==> src/rtl/regfile_pkg.sv <==
// Shared register-file types for the writeback path: address/data widths and
// the queued write entry.
package regfile_pkg;

    localparam int REG_ADDR_W = 3;
    localparam int REG_DATA_W = 8;

    typedef struct packed {
        logic [REG_ADDR_W-1:0] dest;
        logic [REG_DATA_W-1:0] data;
    } wb_entry_t;

endpackage

==> src/rtl/reg_writeback_queue_if.sv <==
// Writeback queue bus: ALU/load result inputs, register-file write port,
// decode-stage hazard/forward query and status.
interface reg_writeback_queue_if
    import regfile_pkg::*;
#(
    parameter int DEPTH = 4
);
    logic                          aluValid;
    logic [REG_ADDR_W-1:0]         aluDest;
    logic [REG_DATA_W-1:0]         aluData;
    logic                          memValid;
    logic [REG_ADDR_W-1:0]         memDest;
    logic [REG_DATA_W-1:0]         memData;
    logic                          inReady;
    logic                          regWrite;
    logic [REG_ADDR_W-1:0]         writeReg;
    logic [REG_DATA_W-1:0]         writeData;
    logic [REG_ADDR_W-1:0]         queryReg1;
    logic [REG_ADDR_W-1:0]         queryReg2;
    logic                          hazard1;
    logic                          hazard2;
    logic                          fwdValid1;
    logic                          fwdValid2;
    logic [REG_DATA_W-1:0]         fwdData1;
    logic [REG_DATA_W-1:0]         fwdData2;
    logic [$clog2(DEPTH+1)-1:0]    count;
    logic                          overflow;

    modport master (
        output aluValid, aluDest, aluData, memValid, memDest, memData,
               queryReg1, queryReg2,
        input  inReady, regWrite, writeReg, writeData, hazard1, hazard2,
               fwdValid1, fwdValid2, fwdData1, fwdData2, count, overflow
    );

    modport slave (
        input  aluValid, aluDest, aluData, memValid, memDest, memData,
               queryReg1, queryReg2,
        output inReady, regWrite, writeReg, writeData, hazard1, hazard2,
               fwdValid1, fwdValid2, fwdData1, fwdData2, count, overflow
    );

endinterface

==> src/rtl/wb_fifo.sv <==
// In-order circular buffer of writeback entries: up to two pushes and one pop
// per cycle, with every slot exposed oldest-first for hazard comparison.
module wb_fifo
    import regfile_pkg::*;
#(
    parameter int DEPTH = 4
) (
    input  logic                         clock,
    input  logic                         resetN,
    input  logic [1:0]                   push_cnt_i,
    input  wb_entry_t                    push0_i,
    input  wb_entry_t                    push1_i,
    input  logic                         pop_i,
    output wb_entry_t                    head_o,
    output logic [$clog2(DEPTH+1)-1:0]   count_o,
    output wb_entry_t                    age_o [DEPTH],
    output logic [DEPTH-1:0]             age_valid_o
);
    localparam int PTR_W = $clog2(DEPTH);
    localparam int CNT_W = $clog2(DEPTH + 1);

    wb_entry_t          mem_q [DEPTH];
    logic [PTR_W-1:0]   wr_ptr_q, wr_ptr_d;
    logic [PTR_W-1:0]   rd_ptr_q, rd_ptr_d;
    logic [CNT_W-1:0]   count_q, count_d;

    // Pointer arithmetic wraps naturally because DEPTH is a power of two.
    always_comb begin
        wr_ptr_d = wr_ptr_q + PTR_W'(push_cnt_i);
        rd_ptr_d = rd_ptr_q + PTR_W'(pop_i);
        count_d  = count_q + CNT_W'(push_cnt_i) - CNT_W'(pop_i);
    end

    always_ff @(posedge clock or negedge resetN) begin
        if (!resetN) begin
            wr_ptr_q <= '0;
            rd_ptr_q <= '0;
            count_q  <= '0;
        end else begin
            wr_ptr_q <= wr_ptr_d;
            rd_ptr_q <= rd_ptr_d;
            count_q  <= count_d;
        end
    end

    always_ff @(posedge clock) begin
        if (push_cnt_i != 2'd0) mem_q[wr_ptr_q] <= push0_i;
        if (push_cnt_i == 2'd2) mem_q[wr_ptr_q + PTR_W'(1)] <= push1_i;
    end

    always_comb begin
        for (int k = 0; k < DEPTH; k++) begin
            age_o[k]       = mem_q[rd_ptr_q + PTR_W'(k)];
            age_valid_o[k] = CNT_W'(k) < count_q;
        end
    end

    assign head_o  = mem_q[rd_ptr_q];
    assign count_o = count_q;

endmodule

==> src/rtl/reg_writeback_queue.sv <==
// Writeback queue top: input ordering, register-file output stage, hazard and
// forward compare, sticky overflow. Forwarding is built only with WB_FORWARD_EN.
module reg_writeback_queue
    import regfile_pkg::*;
#(
    parameter int DEPTH = 4
) (
    input  logic                 clock,
    input  logic                 resetN,
    reg_writeback_queue_if.slave wb
);
    localparam int CNT_W = $clog2(DEPTH + 1);

    wb_entry_t              alu_entry, mem_entry, push0, push1, head;
    wb_entry_t              age [DEPTH];
    logic [DEPTH-1:0]       age_valid;
    logic [CNT_W-1:0]       count;
    logic                   in_ready, pop;
    logic [1:0]             push_cnt;
    logic                   reg_write_q, reg_write_d;
    logic [REG_ADDR_W-1:0]  write_reg_q, write_reg_d;
    logic [REG_DATA_W-1:0]  write_data_q, write_data_d;
    logic                   overflow_q, overflow_d;
    logic [REG_ADDR_W-1:0]  query [2];
    logic [1:0]             hazard;

    assign alu_entry = {wb.aluDest, wb.aluData};
    assign mem_entry = {wb.memDest, wb.memData};

    // Two free slots are required so both sources can always land together.
    assign in_ready = count <= CNT_W'(DEPTH - 2);
    assign push_cnt = in_ready ? ({1'b0, wb.aluValid} + {1'b0, wb.memValid}) : 2'd0;
    assign push0    = wb.aluValid ? alu_entry : mem_entry;
    assign push1    = mem_entry;
    assign pop      = count != '0;

    wb_fifo #(.DEPTH(DEPTH)) u_fifo (
        .clock       (clock),
        .resetN      (resetN),
        .push_cnt_i  (push_cnt),
        .push0_i     (push0),
        .push1_i     (push1),
        .pop_i       (pop),
        .head_o      (head),
        .count_o     (count),
        .age_o       (age),
        .age_valid_o (age_valid)
    );

    always_comb begin
        reg_write_d  = pop;
        write_reg_d  = pop ? head.dest : write_reg_q;
        write_data_d = pop ? head.data : write_data_q;
        overflow_d   = overflow_q | (!in_ready & (wb.aluValid | wb.memValid));
    end

    always_ff @(posedge clock or negedge resetN) begin
        if (!resetN) begin
            reg_write_q  <= 1'b0;
            write_reg_q  <= '0;
            write_data_q <= '0;
            overflow_q   <= 1'b0;
        end else begin
            reg_write_q  <= reg_write_d;
            write_reg_q  <= write_reg_d;
            write_data_q <= write_data_d;
            overflow_q   <= overflow_d;
        end
    end

    assign query[0] = wb.queryReg1;
    assign query[1] = wb.queryReg2;

`ifdef WB_FORWARD_EN
    logic [REG_DATA_W-1:0] fwd_data [2];

    // Output stage is the oldest pending write; later queue matches override it.
    always_comb begin
        for (int n = 0; n < 2; n++) begin
            hazard[n]   = reg_write_q && (write_reg_q == query[n]);
            fwd_data[n] = hazard[n] ? write_data_q : '0;
            for (int k = 0; k < DEPTH; k++) begin
                if (age_valid[k] && (age[k].dest == query[n])) begin
                    hazard[n]   = 1'b1;
                    fwd_data[n] = age[k].data;
                end
            end
        end
    end

    assign wb.fwdValid1 = hazard[0];
    assign wb.fwdValid2 = hazard[1];
    assign wb.fwdData1  = fwd_data[0];
    assign wb.fwdData2  = fwd_data[1];
`else
    logic unused_age_data;

    always_comb begin
        for (int n = 0; n < 2; n++) begin
            hazard[n] = reg_write_q && (write_reg_q == query[n]);
            for (int k = 0; k < DEPTH; k++) begin
                if (age_valid[k] && (age[k].dest == query[n])) hazard[n] = 1'b1;
            end
        end
    end

    always_comb begin
        unused_age_data = 1'b0;
        for (int k = 0; k < DEPTH; k++) unused_age_data = unused_age_data ^ (^age[k].data);
    end

    assign wb.fwdValid1 = 1'b0;
    assign wb.fwdValid2 = 1'b0;
    assign wb.fwdData1  = '0;
    assign wb.fwdData2  = '0;
`endif

    assign wb.hazard1   = hazard[0];
    assign wb.hazard2   = hazard[1];
    assign wb.inReady   = in_ready;
    assign wb.regWrite  = reg_write_q;
    assign wb.writeReg  = write_reg_q;
    assign wb.writeData = write_data_q;
    assign wb.count     = count;
    assign wb.overflow  = overflow_q;

endmodule

==> src/flat_wrapper.sv <==
// flat-port wrapper written by rule: the top's interface ports become plain ports
module reg_writeback_queue_flat import regfile_pkg::*;
#(
    parameter int DEPTH = 4
)
  (clock, resetN, wb_aluValid, wb_aluDest, wb_aluData, wb_memValid, wb_memDest, wb_memData, wb_queryReg1, wb_queryReg2, wb_inReady, wb_regWrite, wb_writeReg, wb_writeData, wb_hazard1, wb_hazard2, wb_fwdValid1, wb_fwdValid2, wb_fwdData1, wb_fwdData2, wb_count, wb_overflow);
  reg_writeback_queue_if #(.DEPTH(DEPTH)) wb_i ();
  input  logic clock;
  input  logic resetN;
  input wire logic [$bits(wb_i.aluValid)-1:0] wb_aluValid;
  input wire logic [$bits(wb_i.aluDest)-1:0] wb_aluDest;
  input wire logic [$bits(wb_i.aluData)-1:0] wb_aluData;
  input wire logic [$bits(wb_i.memValid)-1:0] wb_memValid;
  input wire logic [$bits(wb_i.memDest)-1:0] wb_memDest;
  input wire logic [$bits(wb_i.memData)-1:0] wb_memData;
  input wire logic [$bits(wb_i.queryReg1)-1:0] wb_queryReg1;
  input wire logic [$bits(wb_i.queryReg2)-1:0] wb_queryReg2;
  output wire logic [$bits(wb_i.inReady)-1:0] wb_inReady;
  output wire logic [$bits(wb_i.regWrite)-1:0] wb_regWrite;
  output wire logic [$bits(wb_i.writeReg)-1:0] wb_writeReg;
  output wire logic [$bits(wb_i.writeData)-1:0] wb_writeData;
  output wire logic [$bits(wb_i.hazard1)-1:0] wb_hazard1;
  output wire logic [$bits(wb_i.hazard2)-1:0] wb_hazard2;
  output wire logic [$bits(wb_i.fwdValid1)-1:0] wb_fwdValid1;
  output wire logic [$bits(wb_i.fwdValid2)-1:0] wb_fwdValid2;
  output wire logic [$bits(wb_i.fwdData1)-1:0] wb_fwdData1;
  output wire logic [$bits(wb_i.fwdData2)-1:0] wb_fwdData2;
  output wire logic [$bits(wb_i.count)-1:0] wb_count;
  output wire logic [$bits(wb_i.overflow)-1:0] wb_overflow;
  assign wb_i.aluValid = wb_aluValid;
  assign wb_i.aluDest = wb_aluDest;
  assign wb_i.aluData = wb_aluData;
  assign wb_i.memValid = wb_memValid;
  assign wb_i.memDest = wb_memDest;
  assign wb_i.memData = wb_memData;
  assign wb_i.queryReg1 = wb_queryReg1;
  assign wb_i.queryReg2 = wb_queryReg2;
  assign wb_inReady = wb_i.inReady;
  assign wb_regWrite = wb_i.regWrite;
  assign wb_writeReg = wb_i.writeReg;
  assign wb_writeData = wb_i.writeData;
  assign wb_hazard1 = wb_i.hazard1;
  assign wb_hazard2 = wb_i.hazard2;
  assign wb_fwdValid1 = wb_i.fwdValid1;
  assign wb_fwdValid2 = wb_i.fwdValid2;
  assign wb_fwdData1 = wb_i.fwdData1;
  assign wb_fwdData2 = wb_i.fwdData2;
  assign wb_count = wb_i.count;
  assign wb_overflow = wb_i.overflow;
  reg_writeback_queue #(.DEPTH(DEPTH)) u_core (.clock(clock), .resetN(resetN), .wb(wb_i));
endmodule
==> config.mk <==
export PLATFORM = sky130hd
export DESIGN_NAME = reg_writeback_queue_flat
export DESIGN_NICKNAME = d
export VERILOG_FILES = /design/src/rtl/regfile_pkg.sv /design/src/rtl/reg_writeback_queue_if.sv /design/src/rtl/wb_fifo.sv /design/src/rtl/reg_writeback_queue.sv /design/src/flat_wrapper.sv
export SDC_FILE = /design/constraint.sdc
export NUM_CORES = 1
export LEC_CHECK = 0
export ABC_CLOCK_PERIOD_IN_PS = 2500
export BUFFER_PORTS_ARGS = -buffer_cell sky130_fd_sc_hd__buf_4
export CAP_MARGIN = 10
export CELL_PAD_IN_SITES_DETAIL_PLACEMENT = 1
export CELL_PAD_IN_SITES_GLOBAL_PLACEMENT = 2
export CORE_ASPECT_RATIO = 0.75
export CORE_MARGIN = 2
export CORE_UTILIZATION = 35
export CTS_BUF_LIST = sky130_fd_sc_hd__clkbuf_8
export CTS_CLUSTER_SIZE = 28
export DETAILED_ROUTE_END_ITERATION = 8
export PLACE_DENSITY = 0.79
export SETUP_SLACK_MARGIN = 0.4
export SYNTH_ARGS = -nofsm -noshare
export SYNTH_HDL_FRONTEND = slang
export SYNTH_SLANG_ARGS = --single-unit
export TNS_END_PERCENT = 10
==> constraint.sdc <==
create_clock -name clock -period 2.5 [get_ports clock]
set_input_delay 0.125 -clock clock [delete_from_list [all_inputs] [get_ports clock]]
set_output_delay 0.125 -clock clock [all_outputs]
set_load 0.02 [all_outputs]
==> impl_results.md <==
* Placement row count at 33
* Hold Fails Final Rpt at 0
* Setup WS post-layout at 0.243 ns
* Reg area at 1830 um2
* Min Tclk post-route at 2.26 ns
* Power per standard cell area at 1150 nW/um2
* Worst Path Arrival at 2.13 ns
* RePlAce Congestion at 0.727
* Worst Path Required at 2.38 ns
* Nets at 361
* Kind of critical path: flip-flop to primary output
* H-tree depth at 3
* Vias per cell at 4.99
* All-layer global routing usage at 0.154
* Number of DRC markers in iteration 0 at 108
* Ports at 69
* Drt drc at 0
* Fmax at 0.443 GHz
* Commonest non-fill, non-tap cell in the layout: buf_4
* Setup WS pre-CTS at 0.230 ns
* CTS max path bufs at 2
* Unrepaired setup endpoints after global routing: yes
* Synthesis warning total at 0
* CTS tree: done
* Starting density of the core at 0.357
* Crit path max-delay cell type: mux4_2
* Setup Skew at 0.00788 ns
* Worst path top cell family by delay: multiplexers
* Core area at 10,800 um2
* Hold Path Class: primary input to flip-flop
* Initial antenna violation count at 0
* Wirelength per Cell at 18.8 um
* Overflow after GRT at 0
* Worst path max stage delay at 0.54 ns
* Maximum vdd drop at 0.408 mV
* Num CTS Buffers at 9
* Worst-Skew Late Latency at 0.35 ns
* Clock sink count at 64
* CP Capture Type: primary output
* Height of the die at 94.9 um
* Post-Syn Area at 3860 um2
* Core Util, Final at 0.431
* Period utilisation layout at 0.903
* Reg clk slew, reported paths at 0.07 ns
* Fillers at 1,104
* Post-synth EDFFs at 44
* Slew Viols, Final at 0
* Vias in the first global route at 2,509
* Via count at 2,327
* Layout Cells excl Fill at 466
* Yosys reg bits at 64
* Chip width at 125 um
* DRT Pass-1 Iters at 6
* Ys async rst share at 0.313
* Port bufs at 50
* First-pass GRT wire length at 13.7 mm
* Mean post-synth cell area at 14.8 um2
* Distinct cell type count after synthesis at 36
* Worst path bufs/invs at 2
* P&R area growth vs syn at 20.8%
* Lkg Pwr at 0.00177 uW
* Critical path peak fanout at 7
* Fraction of layout cells with a size suffix above 1 at 0.534
* Pin count of the biggest net entering global routing at 21
* Max Cap Viol at 0
* Post-Synthesis Cells at 261
* Outcome: completed
* # diodes at 0
* Dpl cells at 443
* Predominant post-synthesis flop cell: edfxtp_1
* Commonest non-fill, non-tap cells in the layout: 64 x buf_4, 46 x mux2_2, 44 x edfxtp_1, 31 x xnor2_1, 20 x mux4_2
* Post-detail-place hpwl at 6.26 mm
* Final setup vio count at 0
* Crit-path cells: buf_12 > mux4_2 > xnor2_1 > a41oi_1 > nand4_1 > buf_4
* Multi-input gate area at 1860 um2
* Total die area at 11,900 um2
* Clock Root Buffer: clkbuf_8
* Routed Wire Length at 8.78 mm
* Detail Route Antenna Nets at 0
* TNS Setup at 0 ns
* Sequential share of the synthesized area at 0.472
* Startpoint types: flip-flop
## cell usage after synthesis (all sizes together) (4+ instances only)
library cell  number  share of area
mux2              56           0.17
edfxtp            44           0.34
xnor2             32          0.073
buf               30          0.057
dfrtp             20           0.13
mux4              20           0.12
ha                 7          0.023
inv                7         0.0068
clkbuf             6         0.0058
nand4              6         0.0097
nand2              4         0.0045
nor2               4         0.0039
## flip-flops by register name, summed over array words and instances, names as in the netlist
signal	cells
u_core.u_fifo.mem_q	44
u_core.wb.writeData	8
u_core.u_fifo.count_o	3
u_core.wb.writeReg	3
u_core.u_fifo.rd_ptr_q	2
u_core.u_fifo.wr_ptr_q	2
u_core.wb.overflow	1
u_core.wb.regWrite	1
## logic make-up (layout without fill, tap and decap cells)
logic type | count (synthesis) | after routing | share of synthesized area
adders and majority gates | 8 | 8 | 0.0279
AOI/OAI and AO/OA | 13 | 13 | 0.0302
buffers and inverters | 44 | 92 | 0.0707
other | 1 | 18 | 0.000972
DFF | 64 | 64 | 0.472
muxes | 76 | 76 | 0.290
and+or+nand+nor | 20 | 20 | 0.0289
xor gates and xnor gates | 35 | 35 | 0.0794
## layout make-up
type	instances	share of cell area
multi-input combinational	170	0.400
sequential	64	0.392
timing repair buffer	68	0.120
tap	140	0.0376
clock buffer	10	0.0295
clock inverter	6	0.0145
inverter	8	0.00671
## repair_timing
| action | CTS | global route |
|---|---|---|
| resized for setup | 7 | 1 |
| endpoints found under the setup margin | 14 | 5 |
| hold endpoints to repair | 20 | 0 |
| buffers inserted | 5 | 0 |
| hold buffers | 1 | 0 |
| cloned | 1 | 0 |
| pin swaps | 1 | 3 |
## routing by layer
layer,part of all wire,GRT usage
met1,0.46,0.201
met2,0.49,0.260
met3,0.043,0.0419
met4,0.0087,0.0352
met5,0,0
## power by group
part | internal [uW] | switching [uW]
registers | 1470 | 282
logic | 1430 | 1250
clock network | 490 | 426
total | 3390 | 1960
## worst reg2reg max path: cells and delay by family (launching register included)
kind	cells	cell delay (ns)
adder cells (fa/ha/maj)	3	0.72
flip-flops	1	0.45
XOR/XNOR	2	0.29
AO/OA/AOI/OAI	1	0.27
buffers and inverters	3	0.18
AND/OR/NAND/NOR	1	0.14
## metrics by stage
stage | power (uW) | hold slack, ns | instance area (um2)
after detailed placement | 4320 | 0.0504 | 4340
final | 5340 | 0.101 | 4660
after global routing | 5700 | 0.0850 | 4660
after global placement | 4210 | 0.0429 | 4340
after floorplan | 3580 | -0.171 | 3970
after CTS | 5400 | 0.0883 | 4650
## final timing paths
check	from	end	slack [ns]	cells past startpoint
setup / recovery	u_core.u_fifo.rd_ptr_q[0]	wb_hazard1	0.24	6
hold / removal	wb_memData[5]	u_core.u_fifo.mem_q[3][5]	0.10	2
setup reg to reg	u_core.u_fifo.count_o[0]	u_core.u_fifo.count_o[2]	0.33	10
hold reg to reg	u_core.wb.overflow	u_core.wb.overflow	0.50	1
max in group asynchronous	resetN	u_core.u_fifo.rd_ptr_q[0]	2.03	2
min in group asynchronous	resetN	u_core.wb.writeData[3]	0.21	2
No activity file was read; power rests on OpenSTA's default activity.
